<file path="config.mk">
export PLATFORM = sky130hd
export DESIGN_NAME = alarm_scheduler_flat
export DESIGN_NICKNAME = d
export VERILOG_FILES = /design/src/rtl/alarm_scheduler_if.sv /design/src/rtl/alarm_scheduler.sv /design/src/flat_wrapper.sv
export SDC_FILE = /design/constraint.sdc
export NUM_CORES = 1
export LEC_CHECK = 0
export ABC_AREA = 0
export ABC_CLOCK_PERIOD_IN_PS = 2450
export CORE_AREA = 3 3 108 110
export CTS_BUF_LIST = sky130_fd_sc_hd__clkbuf_2 sky130_fd_sc_hd__clkbuf_4 sky130_fd_sc_hd__clkbuf_8
export DETAILED_ROUTE_END_ITERATION = 10
export DIE_AREA = 0 0 111 113
export PLACE_DENSITY = 0.78
export SLEW_MARGIN = 20
export SYNTH_ARGS = -nofsm -noshare
export SYNTH_HDL_FRONTEND = slang
export SYNTH_SLANG_ARGS = --single-unit
</file>
<file path="constraint.sdc">
create_clock -name clk -period 2.45 [get_ports clk]
set_input_delay 0.49 -clock clk [delete_from_list [all_inputs] [get_ports clk]]
set_output_delay 0.49 -clock clk [all_outputs]
set_load 0.02 [all_outputs]
</file>
<file path="src/rtl/alarm_scheduler_if.sv">
// Slot-programming bus of the alarm scheduler: write strobe, target slot,
// BCD alarm time and per-slot enable, with the reject pulse back to the host.
interface alarm_scheduler_if #(parameter int IDX_W = 2);
  logic             wr_en;
  logic [IDX_W-1:0] wr_idx;
  logic [3:0]       wr_h1, wr_h0, wr_m1, wr_m0;
  logic             wr_slot_en;
  logic             wr_err;

  modport master (output wr_en, wr_idx, wr_h1, wr_h0, wr_m1, wr_m0, wr_slot_en,
                  input  wr_err);
  modport slave  (input  wr_en, wr_idx, wr_h1, wr_h0, wr_m1, wr_m0, wr_slot_en,
                  output wr_err);
endinterface

</file>
<file path="src/rtl/alarm_scheduler.sv">
// Multi-slot HH:MM alarm controller with ring / snooze / stop sequencing,
// all timing derived from the one-cycle tick_1s enable.
module alarm_scheduler #(
  parameter int NUM_ALARMS  = 4,
  parameter int RING_SECS   = 15,
  parameter int SNOOZE_SECS = 30,
  parameter int MAX_SNOOZE  = 3,
  parameter int IDX_W       = 2
) (
  input  logic                clk,
  input  logic                reset_n,
  input  logic                tick_1s,
  input  logic [3:0]          cur_h1, cur_h0, cur_m1, cur_m0, cur_s1, cur_s0,
  input  logic                al_on,
  input  logic                stop_btn,
  input  logic                snooze_btn,
  alarm_scheduler_if.slave    wr,
  output logic                alarm,
  output logic [IDX_W-1:0]    active_idx,
  output logic                snooze_active,
  output logic [1:0]          snooze_cnt
);
  typedef struct packed {
    logic       en;
    logic [3:0] h1, h0, m1, m0;
  } slot_t;

  typedef enum logic [1:0] {IDLE, RINGING, SNOOZED} state_t;

  slot_t            slot_q [NUM_ALARMS];
  slot_t            slot_d [NUM_ALARMS];
  state_t           state_q, state_d;
  logic [10:0]      cnt_q, cnt_d;
  logic [1:0]       snz_cnt_q, snz_cnt_d;
  logic [IDX_W-1:0] idx_q, idx_d;
  logic             alarm_q, alarm_d;
  logic             snz_act_q, snz_act_d;
  logic             wr_err_q, wr_err_d;
  logic [1:0]       btn_q, btn_d, btn_prev_q, btn_prev_d;  // [1]=stop, [0]=snooze

  logic                  wr_bad, match, stop_edge, snz_edge;
  logic [NUM_ALARMS-1:0] hit;
  logic [IDX_W-1:0]      hit_idx;

  for (genvar g = 0; g < NUM_ALARMS; g++) begin : g_cmp
    assign hit[g] = slot_q[g].en && slot_q[g].h1 == cur_h1 && slot_q[g].h0 == cur_h0 &&
                    slot_q[g].m1 == cur_m1 && slot_q[g].m0 == cur_m0;
  end

  assign match     = tick_1s && cur_s1 == 4'd0 && cur_s0 == 4'd0 && al_on && |hit;
  assign stop_edge = btn_q[1] & ~btn_prev_q[1];
  assign snz_edge  = btn_q[0] & ~btn_prev_q[0];

  // Descending scan so the lowest matching slot is the last assignment.
  always_comb begin
    hit_idx = '0;
    for (int i = NUM_ALARMS - 1; i >= 0; i--)
      if (hit[i]) hit_idx = IDX_W'(i);
  end

  always_comb begin
    wr_bad = (int'(wr.wr_idx) >= NUM_ALARMS) || wr.wr_h1 > 4'd2 || wr.wr_h0 > 4'd9 ||
             wr.wr_m1 > 4'd5 || wr.wr_m0 > 4'd9 || (wr.wr_h1 == 4'd2 && wr.wr_h0 > 4'd3);
    wr_err_d = wr.wr_en && wr_bad;
    for (int i = 0; i < NUM_ALARMS; i++) begin
      slot_d[i] = slot_q[i];
      if (wr.wr_en && !wr_bad && int'(wr.wr_idx) == i)
        slot_d[i] = '{en: wr.wr_slot_en, h1: wr.wr_h1, h0: wr.wr_h0, m1: wr.wr_m1, m0: wr.wr_m0};
    end
    btn_d      = {stop_btn, snooze_btn};
    btn_prev_d = btn_q;
  end

  always_comb begin
    state_d   = state_q;
    cnt_d     = cnt_q;
    snz_cnt_d = snz_cnt_q;
    idx_d     = idx_q;
    if (!al_on) begin
      state_d   = IDLE;
      snz_cnt_d = '0;
    end else begin
      case (state_q)
        IDLE: if (match) begin
          state_d   = RINGING;
          cnt_d     = 11'(RING_SECS);
          idx_d     = hit_idx;
          snz_cnt_d = '0;
        end
        RINGING: begin
          if (stop_edge) begin
            state_d   = IDLE;
            snz_cnt_d = '0;
          end else if (snz_edge && int'(snz_cnt_q) < MAX_SNOOZE) begin
            state_d   = SNOOZED;
            cnt_d     = 11'(SNOOZE_SECS);
            snz_cnt_d = snz_cnt_q + 2'd1;
          end else if (match) begin
            cnt_d = 11'(RING_SECS);
            idx_d = hit_idx;
          end else if (tick_1s) begin
            if (cnt_q == 11'd1) state_d = IDLE;
            else                cnt_d   = cnt_q - 11'd1;
          end
        end
        SNOOZED: begin
          if (stop_edge) begin
            state_d   = IDLE;
            snz_cnt_d = '0;
          end else if (match) begin
            // A fresh alarm event preempts the snooze and restarts the snooze budget.
            state_d   = RINGING;
            cnt_d     = 11'(RING_SECS);
            idx_d     = hit_idx;
            snz_cnt_d = '0;
          end else if (tick_1s) begin
            if (cnt_q == 11'd1) begin
              state_d = RINGING;
              cnt_d   = 11'(RING_SECS);
            end else begin
              cnt_d = cnt_q - 11'd1;
            end
          end
        end
        default: state_d = IDLE;
      endcase
    end
    alarm_d   = (state_d == RINGING);
    snz_act_d = (state_d == SNOOZED);
  end

  always_ff @(posedge clk or negedge reset_n) begin
    if (!reset_n) begin
      state_q    <= IDLE;
      cnt_q      <= '0;
      snz_cnt_q  <= '0;
      idx_q      <= '0;
      alarm_q    <= 1'b0;
      snz_act_q  <= 1'b0;
      wr_err_q   <= 1'b0;
      btn_q      <= '0;
      btn_prev_q <= '0;
      for (int i = 0; i < NUM_ALARMS; i++) slot_q[i] <= '0;
    end else begin
      state_q    <= state_d;
      cnt_q      <= cnt_d;
      snz_cnt_q  <= snz_cnt_d;
      idx_q      <= idx_d;
      alarm_q    <= alarm_d;
      snz_act_q  <= snz_act_d;
      wr_err_q   <= wr_err_d;
      btn_q      <= btn_d;
      btn_prev_q <= btn_prev_d;
      for (int i = 0; i < NUM_ALARMS; i++) slot_q[i] <= slot_d[i];
    end
  end

  assign alarm         = alarm_q;
  assign active_idx    = idx_q;
  assign snooze_active = snz_act_q;
  assign snooze_cnt    = snz_cnt_q;
  assign wr.wr_err     = wr_err_q;
endmodule

</file>
<file path="src/flat_wrapper.sv">
// flat-port wrapper written by rule: the top's interface ports become plain ports
module alarm_scheduler_flat 
#(
  parameter int NUM_ALARMS  = 4,
  parameter int RING_SECS   = 15,
  parameter int SNOOZE_SECS = 30,
  parameter int MAX_SNOOZE  = 3,
  parameter int IDX_W       = 2
)
  (clk, reset_n, tick_1s, cur_h1, cur_h0, cur_m1, cur_m0, cur_s1, cur_s0, al_on, stop_btn, snooze_btn, alarm, active_idx, snooze_active, snooze_cnt, wr_wr_en, wr_wr_idx, wr_wr_h1, wr_wr_h0, wr_wr_m1, wr_wr_m0, wr_wr_slot_en, wr_wr_err);
  alarm_scheduler_if #(.IDX_W(IDX_W)) wr_i ();
  input  logic clk;
  input  logic reset_n;
  input  logic tick_1s;
  input  logic [3:0] cur_h1;
  input  logic [3:0] cur_h0;
  input  logic [3:0] cur_m1;
  input  logic [3:0] cur_m0;
  input  logic [3:0] cur_s1;
  input  logic [3:0] cur_s0;
  input  logic al_on;
  input  logic stop_btn;
  input  logic snooze_btn;
  output logic alarm;
  output logic [IDX_W-1:0] active_idx;
  output logic snooze_active;
  output logic [1:0] snooze_cnt;
  input wire logic [$bits(wr_i.wr_en)-1:0] wr_wr_en;
  input wire logic [$bits(wr_i.wr_idx)-1:0] wr_wr_idx;
  input wire logic [$bits(wr_i.wr_h1)-1:0] wr_wr_h1;
  input wire logic [$bits(wr_i.wr_h0)-1:0] wr_wr_h0;
  input wire logic [$bits(wr_i.wr_m1)-1:0] wr_wr_m1;
  input wire logic [$bits(wr_i.wr_m0)-1:0] wr_wr_m0;
  input wire logic [$bits(wr_i.wr_slot_en)-1:0] wr_wr_slot_en;
  output wire logic [$bits(wr_i.wr_err)-1:0] wr_wr_err;
  assign wr_i.wr_en = wr_wr_en;
  assign wr_i.wr_idx = wr_wr_idx;
  assign wr_i.wr_h1 = wr_wr_h1;
  assign wr_i.wr_h0 = wr_wr_h0;
  assign wr_i.wr_m1 = wr_wr_m1;
  assign wr_i.wr_m0 = wr_wr_m0;
  assign wr_i.wr_slot_en = wr_wr_slot_en;
  assign wr_wr_err = wr_i.wr_err;
  alarm_scheduler #(.NUM_ALARMS(NUM_ALARMS), .RING_SECS(RING_SECS), .SNOOZE_SECS(SNOOZE_SECS), .MAX_SNOOZE(MAX_SNOOZE), .IDX_W(IDX_W)) u_core (.clk(clk), .reset_n(reset_n), .tick_1s(tick_1s), .cur_h1(cur_h1), .cur_h0(cur_h0), .cur_m1(cur_m1), .cur_m0(cur_m0), .cur_s1(cur_s1), .cur_s0(cur_s0), .al_on(al_on), .stop_btn(stop_btn), .snooze_btn(snooze_btn), .wr(wr_i), .alarm(alarm), .active_idx(active_idx), .snooze_active(snooze_active), .snooze_cnt(snooze_cnt));
endmodule
</file>
==> Word-level counts from Yosys, hierarchy flattened <==
Index checks and enable logic that the tools add are counted.
{ "word_totals": {"out_inout_bits": 7, "register_bits": 92} }
{ "op_classes": {"add_sub_neg": 2, "bitwise": 4, "n_eq_ne": 34, "muxes": 38, "n_reduce_logical": 42, "order_cmp": 6} }
{ "ops": {"columns": ["op", "n"], "rows": [
  ["11-bit 2-to-1 mux", 10],
  ["4-bit == test", 16],
  ["2-bit 2-to-1 mux", 24],
  ["11-bit one-hot mux with 3 select lines", 1],
  ["1-bit logical AND", 28],
  ["2-bit one-hot mux with 3 select lines", 3],
  ["4-bit by 2-bit != test with 1-bit output, second input constant", 3],
  ["11-bit by 1-bit == test with 1-bit output, second input constant", 1],
  ["11-bit by 1-bit subtractor with 11-bit output, second input constant", 1],
  ["2-bit == test, second input constant", 4],
  ["4-bit by 2-bit greater-than comparator with 1-bit output, second input constant", 2],
  ["4-bit greater-than comparator, second input constant", 2],
  ["4-bit logical NOT", 2],
  ["8-bit AND reduction", 1],
  ["2-bit by 1-bit == test with 1-bit output, second input constant", 3],
  ["2-bit != test, second input constant", 3],
  ["5-bit AND reduction", 1],
  ["4-bit by 2-bit == test with 1-bit output, second input constant", 1],
  ["4-bit by 3-bit greater-than comparator with 1-bit output, second input constant", 1],
  ["2-bit logical NOT", 2],
  ["1-bit logical OR", 4],
  ["4-bit by 1-bit != test with 1-bit output, second input constant", 1],
  ["4-bit OR reduction", 1],
  ["3-bit by 2-bit != test with 1-bit output, second input constant", 1],
  ["8 further kinds", 10]
]} }

==> Logic depth before layout (Yosys ltp) <==
{ "depth": {"depth_word": 13, "mapped_depth": 10} }

==> Worst setup path after synthesis <==
No wires, ideal clock.
{ "synth_timing": {"path_type": "reg2reg", "from": "register u_core.snz_cnt_q[0] (netlist: u_core.snooze_cnt[0])", "to": "register u_core.cnt_q[1]", "path_stages_with_launch": 9, "slack_ps": 135, "path_buffers": 0, "setup_ps": 128, "period_less_slack_ps": 2315, "t_arrival_ps": 2188, "path_cell_list": "dfrtp_1 -> ha_1 -> nor3b_2 -> nor2b_1 -> nor2_1 -> nor2_1 -> a211oi_2 -> o21bai_4 -> mux2_1"} }
{ "synth_via": {"elab_chain_len": 5, "word_cells_on_any_way": 8} }
{ "synth_rtl": {"columns": ["item", "line_no", "text"], "rows": [
  ["start: declaration", "alarm_scheduler.sv:34", "logic [1:0] snz_cnt_q, snz_cnt_d;"],
  ["start signal: assignment", "alarm_scheduler.sv:147", "snz_cnt_q <= snz_cnt_d;"],
  ["2-bit < comparator *", "alarm_scheduler.sv:94", "end else if (snz_edge && int'(snz_cnt_q) < MAX_SNOOZE) begin"],
  ["1-bit logical AND *", "alarm_scheduler.sv:94", null],
  ["11-bit 2-to-1 mux", "alarm_scheduler.sv:94", null],
  ["11-bit 2-to-1 mux", "alarm_scheduler.sv:91", "if (stop_edge) begin"],
  ["11-bit one-hot mux with 3 select lines", "alarm_scheduler.sv:83", "case (state_q)"],
  ["end signal: assignment", "alarm_scheduler.sv:146", "cnt_q <= cnt_d;"],
  ["end: declaration", "alarm_scheduler.sv:33", "logic [10:0] cnt_q, cnt_d;"]
]} }
Mark *: on every way between the ends. The rest lies on a longest branch, timed or not. The select of a mux whose other input is x is not followed.
A chain may end at the register's enable or synchronous reset.

==> Worst setup path after layout <==
{ "layout_timing": {"from": "input port cur_h1[0]", "to": "register u_core.cnt_q[1]"} }
{ "layout_via": {"elab_chain_len": 11, "word_cells_on_any_way": 33} }
{ "layout_rtl": {"columns": ["item", "line_no", "text"], "rows": [
  ["start: declaration", "flat_wrapper.sv:15", "input logic [3:0] cur_h1;"],
  ["4-bit == test", "alarm_scheduler.sv:46", "assign hit[g] = slot_q[g].en && slot_q[g].h1 == cur_h1 && slot_q[g].h0 == cur_h0 &&"],
  ["1-bit logical AND (3 in series)", "alarm_scheduler.sv:46", null],
  ["1-bit logical AND", "alarm_scheduler.sv:47", "slot_q[g].m1 == cur_m1 && slot_q[g].m0 == cur_m0;"],
  ["4-bit OR reduction *", "alarm_scheduler.sv:50", "assign match = tick_1s && cur_s1 == 4'd0 && cur_s0 == 4'd0 && al_on && |hit;"],
  ["1-bit logical AND *", "alarm_scheduler.sv:50", null],
  ["11-bit 2-to-1 mux", "alarm_scheduler.sv:98", "end else if (match) begin"],
  ["11-bit 2-to-1 mux", "alarm_scheduler.sv:94", null],
  ["11-bit 2-to-1 mux", "alarm_scheduler.sv:91", null],
  ["11-bit one-hot mux with 3 select lines", "alarm_scheduler.sv:83", null]
]} }
Marked as above.

==> impl_summary.txt <==
----------------------------------------------------
[Pwr]
  Net Sw Power ... 0.000846 W
  Power share of the clock group ... 34.3%
  Post-route total power ... 0.00336 W
  Pwr per Cell Area ... 508 nW/um^2
  IR Drop Worst-Case VDD ... 0.000383 V
  Logic pwr share ... 16.7%
  Internal power ... 0.00252 W
  Leakage ... 3.03 nW
  Switching Share ... 25.1%
  Reg power frac ... 49.0%

[Routing]
  Average wire length per cell after detail routing ... 18.6 microns
  Total iterations of the first detailed-routing run ... 5
  Via density ... 5.47
  Number of vias in the routed layout ... 3911
  Final routed DRC violation total ... 0
  DRT Wirelength ... 13.3 mm
  Antenna Nets Post-Route ... 0
  Iter 0 DRT Violations ... 152

[Clocking]
  H-tree lvl count ... 3
  Count of clock tree sinks ... 92
  Clock latency on the worst-skew pair ... 0.37 ns
  CTS tree ... yes
  Clk pin slew, worst setup/hold paths ... 0.09 ns
  CTS Buffer Depth ... 2
  Clock buffer count from CTS ... 9
  Clock root buffer master ... sky130_fd_sc_hd__clkbuf_8

[Synth]
  Dominant synthesized flop cell ... sky130_fd_sc_hd__dfrtp_1
  Distinct cell type count after synthesis ... 59
  Most repeated cell in the gate-level netlist after synthesis ... sky130_fd_sc_hd__dfrtp_1
  Number of enable-type register cells in the synthesized netlist ... 0
  Share of the synthesized area in the top cell type ... 46.4%
  Ys async rst share ... 100%
  Area leader, netlist ... sky130_fd_sc_hd__dfrtp_1
  Cell types occupying the most area after synthesis ... sky130_fd_sc_hd__dfrtp_1 (46%), sky130_fd_sc_hd__mux2_2 (11%), sky130_fd_sc_hd__xnor2_1 (8.1%), sky130_fd_sc_hd__xor2_1 (4.4%), sky130_fd_sc_hd__nand4_1 (2.6%)
  Commonest cells in the netlist ... sky130_fd_sc_hd__dfrtp_1 (92), sky130_fd_sc_hd__mux2_2 (50), sky130_fd_sc_hd__xnor2_1 (46)
  Yosys warning total ... 0
  Cells after Synth ... 436
  Avg Cell Area, Syn ... 11.4 sq um
  Portion of the post-synthesis area used by sequential elements ... 46.4%
  Post-synthesis net count ... 493
  Number of synthesized register bits ... 92
  Post-Syn Area ... 4960 sq um

[Place]
  Cell area reported after detailed placement ... 6190 sq um
  Gpl congestion ... 0.910
  Buffers on Ports ... 56
  Detailed-placement wirelength estimate ... 10.1 mm
  Post-placement worst setup slack ... -0.623 ns

[Floorplan]
  Ports placed on the boundary ... 57
  Area of the die ... 12500 sq um
  Y dimension of the die ... 113 microns
  Placeable core region ... 10800 sq um
  Placement row count ... 38
  Starting density of the core ... 46.0%
  Die W ... 111 microns

[Critical path]
  Crit. End Element ... flip-flop
  Critical register-to-register path startpoint ... u_core.cnt_q[1]
  Kind of cell adding the most delay to the critical path ... simple AND/OR/NAND/NOR gates
  Count of cells along the worst register-to-register path ... 11
  Sequence of cells on the critical path ... dlygate4sd2_1, xor2_1, or4_4, nor4_4, o41a_4, o21bai_4, mux2_1
  Max stage delay on crit path ... 0.57 ns
  Critical-path cell with the highest stage delay ... sky130_fd_sc_hd__or4_4
  Crit path arrival time ... 2.65 ns
  Worst setup slack for register-to-register paths ... 0.08 ns
  Worst r2r dst ... u_core.alarm
  Worst Path Required ... 2.72 ns
  Path type of the worst setup path ... in -> reg
  Startpoint kind of the worst setup timing path ... input port
  Crit path max fanout ... 10
  Buffers plus inverters on the worst setup path ... 1

[Global routing]
  Total routing usage reported by global routing ... 22.0%
  Routing usage on met3 ... 3.96%
  Pin count of the biggest net entering global routing ... 49
  Met1 track demand over resource ... 28.2%
  Initial antenna violation count ... 0
  Vias in the first global route ... 4221
  Highest-utilization routing layer at the global route stage ... met2
  Fraction of met2 tracks used by global routing ... 38.1%
  Overflow left after global routing ... 0
  First-pass GRT wire length ... 21.6 mm

[Final layout]
  Layout net count ... 627
  Antenna diode count ... 0
  Final std cell area, no fill ... 6620 sq um
  Area taken by flip-flops and latches ... 2300 sq um
  Fraction of final layout cells with drive strength greater than 1 ... 32.5%
  Combined area of the multi-input logic cells ... 2770 sq um
  Count of fill cells added during filler insertion ... 861
  Signed area change from the synthesized netlist to the final layout ... 33.4%

[STA]
  RSZ-0062 raised after global routing ... true
  Hold Slack ... 0.122 ns
  Highest achievable clock rate ... 0.419 GHz
  Slew Limit Fails ... 0
  Worst-Margin Slew ... 0.621 ns
  Final clock skew ... 0.00993 ns
  Share of the cycle needed by the critical path after routing ... 97.5%
  Crit path setup slack, layout ... 0.0623 ns
  Final setup violation count ... 0
  Total count of hold-check failures in the final report ... 0
  Setup_tns ... 0 ns
  Worst slew margin ... 58.6%
  Final min period ... 2.39 ns

[Worst hold path]
  Worst Hold Class ... in -> async

[Run status]
  Status ... completed

[Job]
  Max-Cap Viols ... 0

----------------------------------------------------
[cell families (layout without fill, tap and decap cells)]
group                      Yosys count  after routing  share of synthesized area, %
buffers and inverters               17            155                          1.56
DFF                                 92             92                          46.4
xor gates and xnor gates            71             71                          12.5
muxes                               58             58                          13.2
AOI/OAI and AO/OA                   50             51                          7.46
adders and majority gates            7              7                          1.76
and+or+nand+nor                    141            141                          17.1
[cells in the final DEF (no fill, tap or decap), types with 10 or more instances in the layout]
master and instances:
sky130_fd_sc_hd__nand4_1 21, sky130_fd_sc_hd__clkdlybuf4s50_1 39, sky130_fd_sc_hd__mux2_2 50, sky130_fd_sc_hd__xnor2_2 10, sky130_fd_sc_hd__xnor2_1 35, sky130_fd_sc_hd__clkbuf_8 10
sky130_fd_sc_hd__nor2_1 29, sky130_fd_sc_hd__dfrtp_1 92, sky130_fd_sc_hd__xor2_1 24, sky130_fd_sc_hd__nor2b_1 11, sky130_fd_sc_hd__a21oi_1 12, sky130_fd_sc_hd__nand2_1 13
sky130_fd_sc_hd__dlygate4sd2_1 12, sky130_fd_sc_hd__buf_4 74
[flip-flops by register name, indices dropped and copies added, names as in the netlist]
signal,flops
u_core.btn_prev_q,2
u_core.state_q,2
u_core.active_idx,2
u_core.snooze_active,1
u_core.wr.wr_err,1
u_core.slot_q,68
u_core.btn_prev_d,2
u_core.alarm,1
u_core.cnt_q,11
u_core.snooze_cnt,2
[routing by layer]
layer  routed length [microns]  vias up
met5                         0        -
met4                       223        0
met3                       601       24
met2                      6590      104
met1                      5860     1951
li1                          -     1832
[cell type report]
cell class                      count  share of cell area [%]
Multi-Input combinational cell    328                    41.8
Sequential cell                    92                    34.8
Timing Repair Buffer              131                    16.9
Tap cell                          140                    2.65
Clock buffer                       12                    2.31
Clock inverter                      4                    1.10
Inverter                            8                   0.454
[power by group through the flow]
stage / combinational, W / clock [W] / sequential [W]
2_1_floorplan: 0.000220 / 0 / 0.00166
3_3_place_gp: 0.000531 / 0 / 0.00167
3_5_place_dp: 0.000540 / 0 / 0.00167
4_1_cts: 0.000557 / 0.00117 / 0.00165
5_1_grt: 0.000603 / 0.00123 / 0.00166
6_report: 0.000561 / 0.00115 / 0.00165
[worst reg2reg max path: stages, from the launching register on]
cell and delay [ns]:
sky130_fd_sc_hd__dfrtp_1 0.40, sky130_fd_sc_hd__inv_1 0.09, sky130_fd_sc_hd__ha_1 0.16, sky130_fd_sc_hd__or4b_1 0.46, sky130_fd_sc_hd__nor4_2 0.16, sky130_fd_sc_hd__buf_4 0.18
sky130_fd_sc_hd__nand2_1 0.10, sky130_fd_sc_hd__a21oi_1 0.15, sky130_fd_sc_hd__a211oi_1 0.07, sky130_fd_sc_hd__a21oi_1 0.22, sky130_fd_sc_hd__a21oi_1 0.11, sky130_fd_sc_hd__and2_1 0.17
[through the flow]
step / utilization, % / cells
after floorplan: - / 436
after global placement: 57.4 / 692
after detailed placement: 57.4 / 692
after CTS: 60.8 / 713
after global routing: 61.3 / 715
final: 61.3 / 715
[what timing repair did]
| item | CTS | global route |
|---|---|---|
| pin swaps | 8 | 5 |
| gates resized for setup | 33 | 14 |
| gates cloned | 1 | 0 |
| hold buffers | 0 | 0 |
| setup buffers | 4 | 2 |
| hold endpoints to repair | 0 | 0 |
| endpoints found under the setup margin | 17 | 18 |
[worst max-delay path by stage]
stage                         startpoint              end  slack [ns]  cells past startpoint
finish                         cur_h1[0]  u_core.cnt_q[1]        0.06                      7
global route           u_core.state_q[0]  u_core.cnt_q[7]       -0.03                      9
CTS                            cur_m1[2]  u_core.cnt_q[1]       0.004                      7
detailed placement             cur_m0[0]  u_core.cnt_q[1]       -0.62                      8
global placement               cur_h1[3]  u_core.cnt_q[1]       -0.62                      8
floorplan           u_core.snooze_cnt[0]  u_core.cnt_q[1]        0.13                      8
No activity file was read; power rests on OpenSTA's default activity.
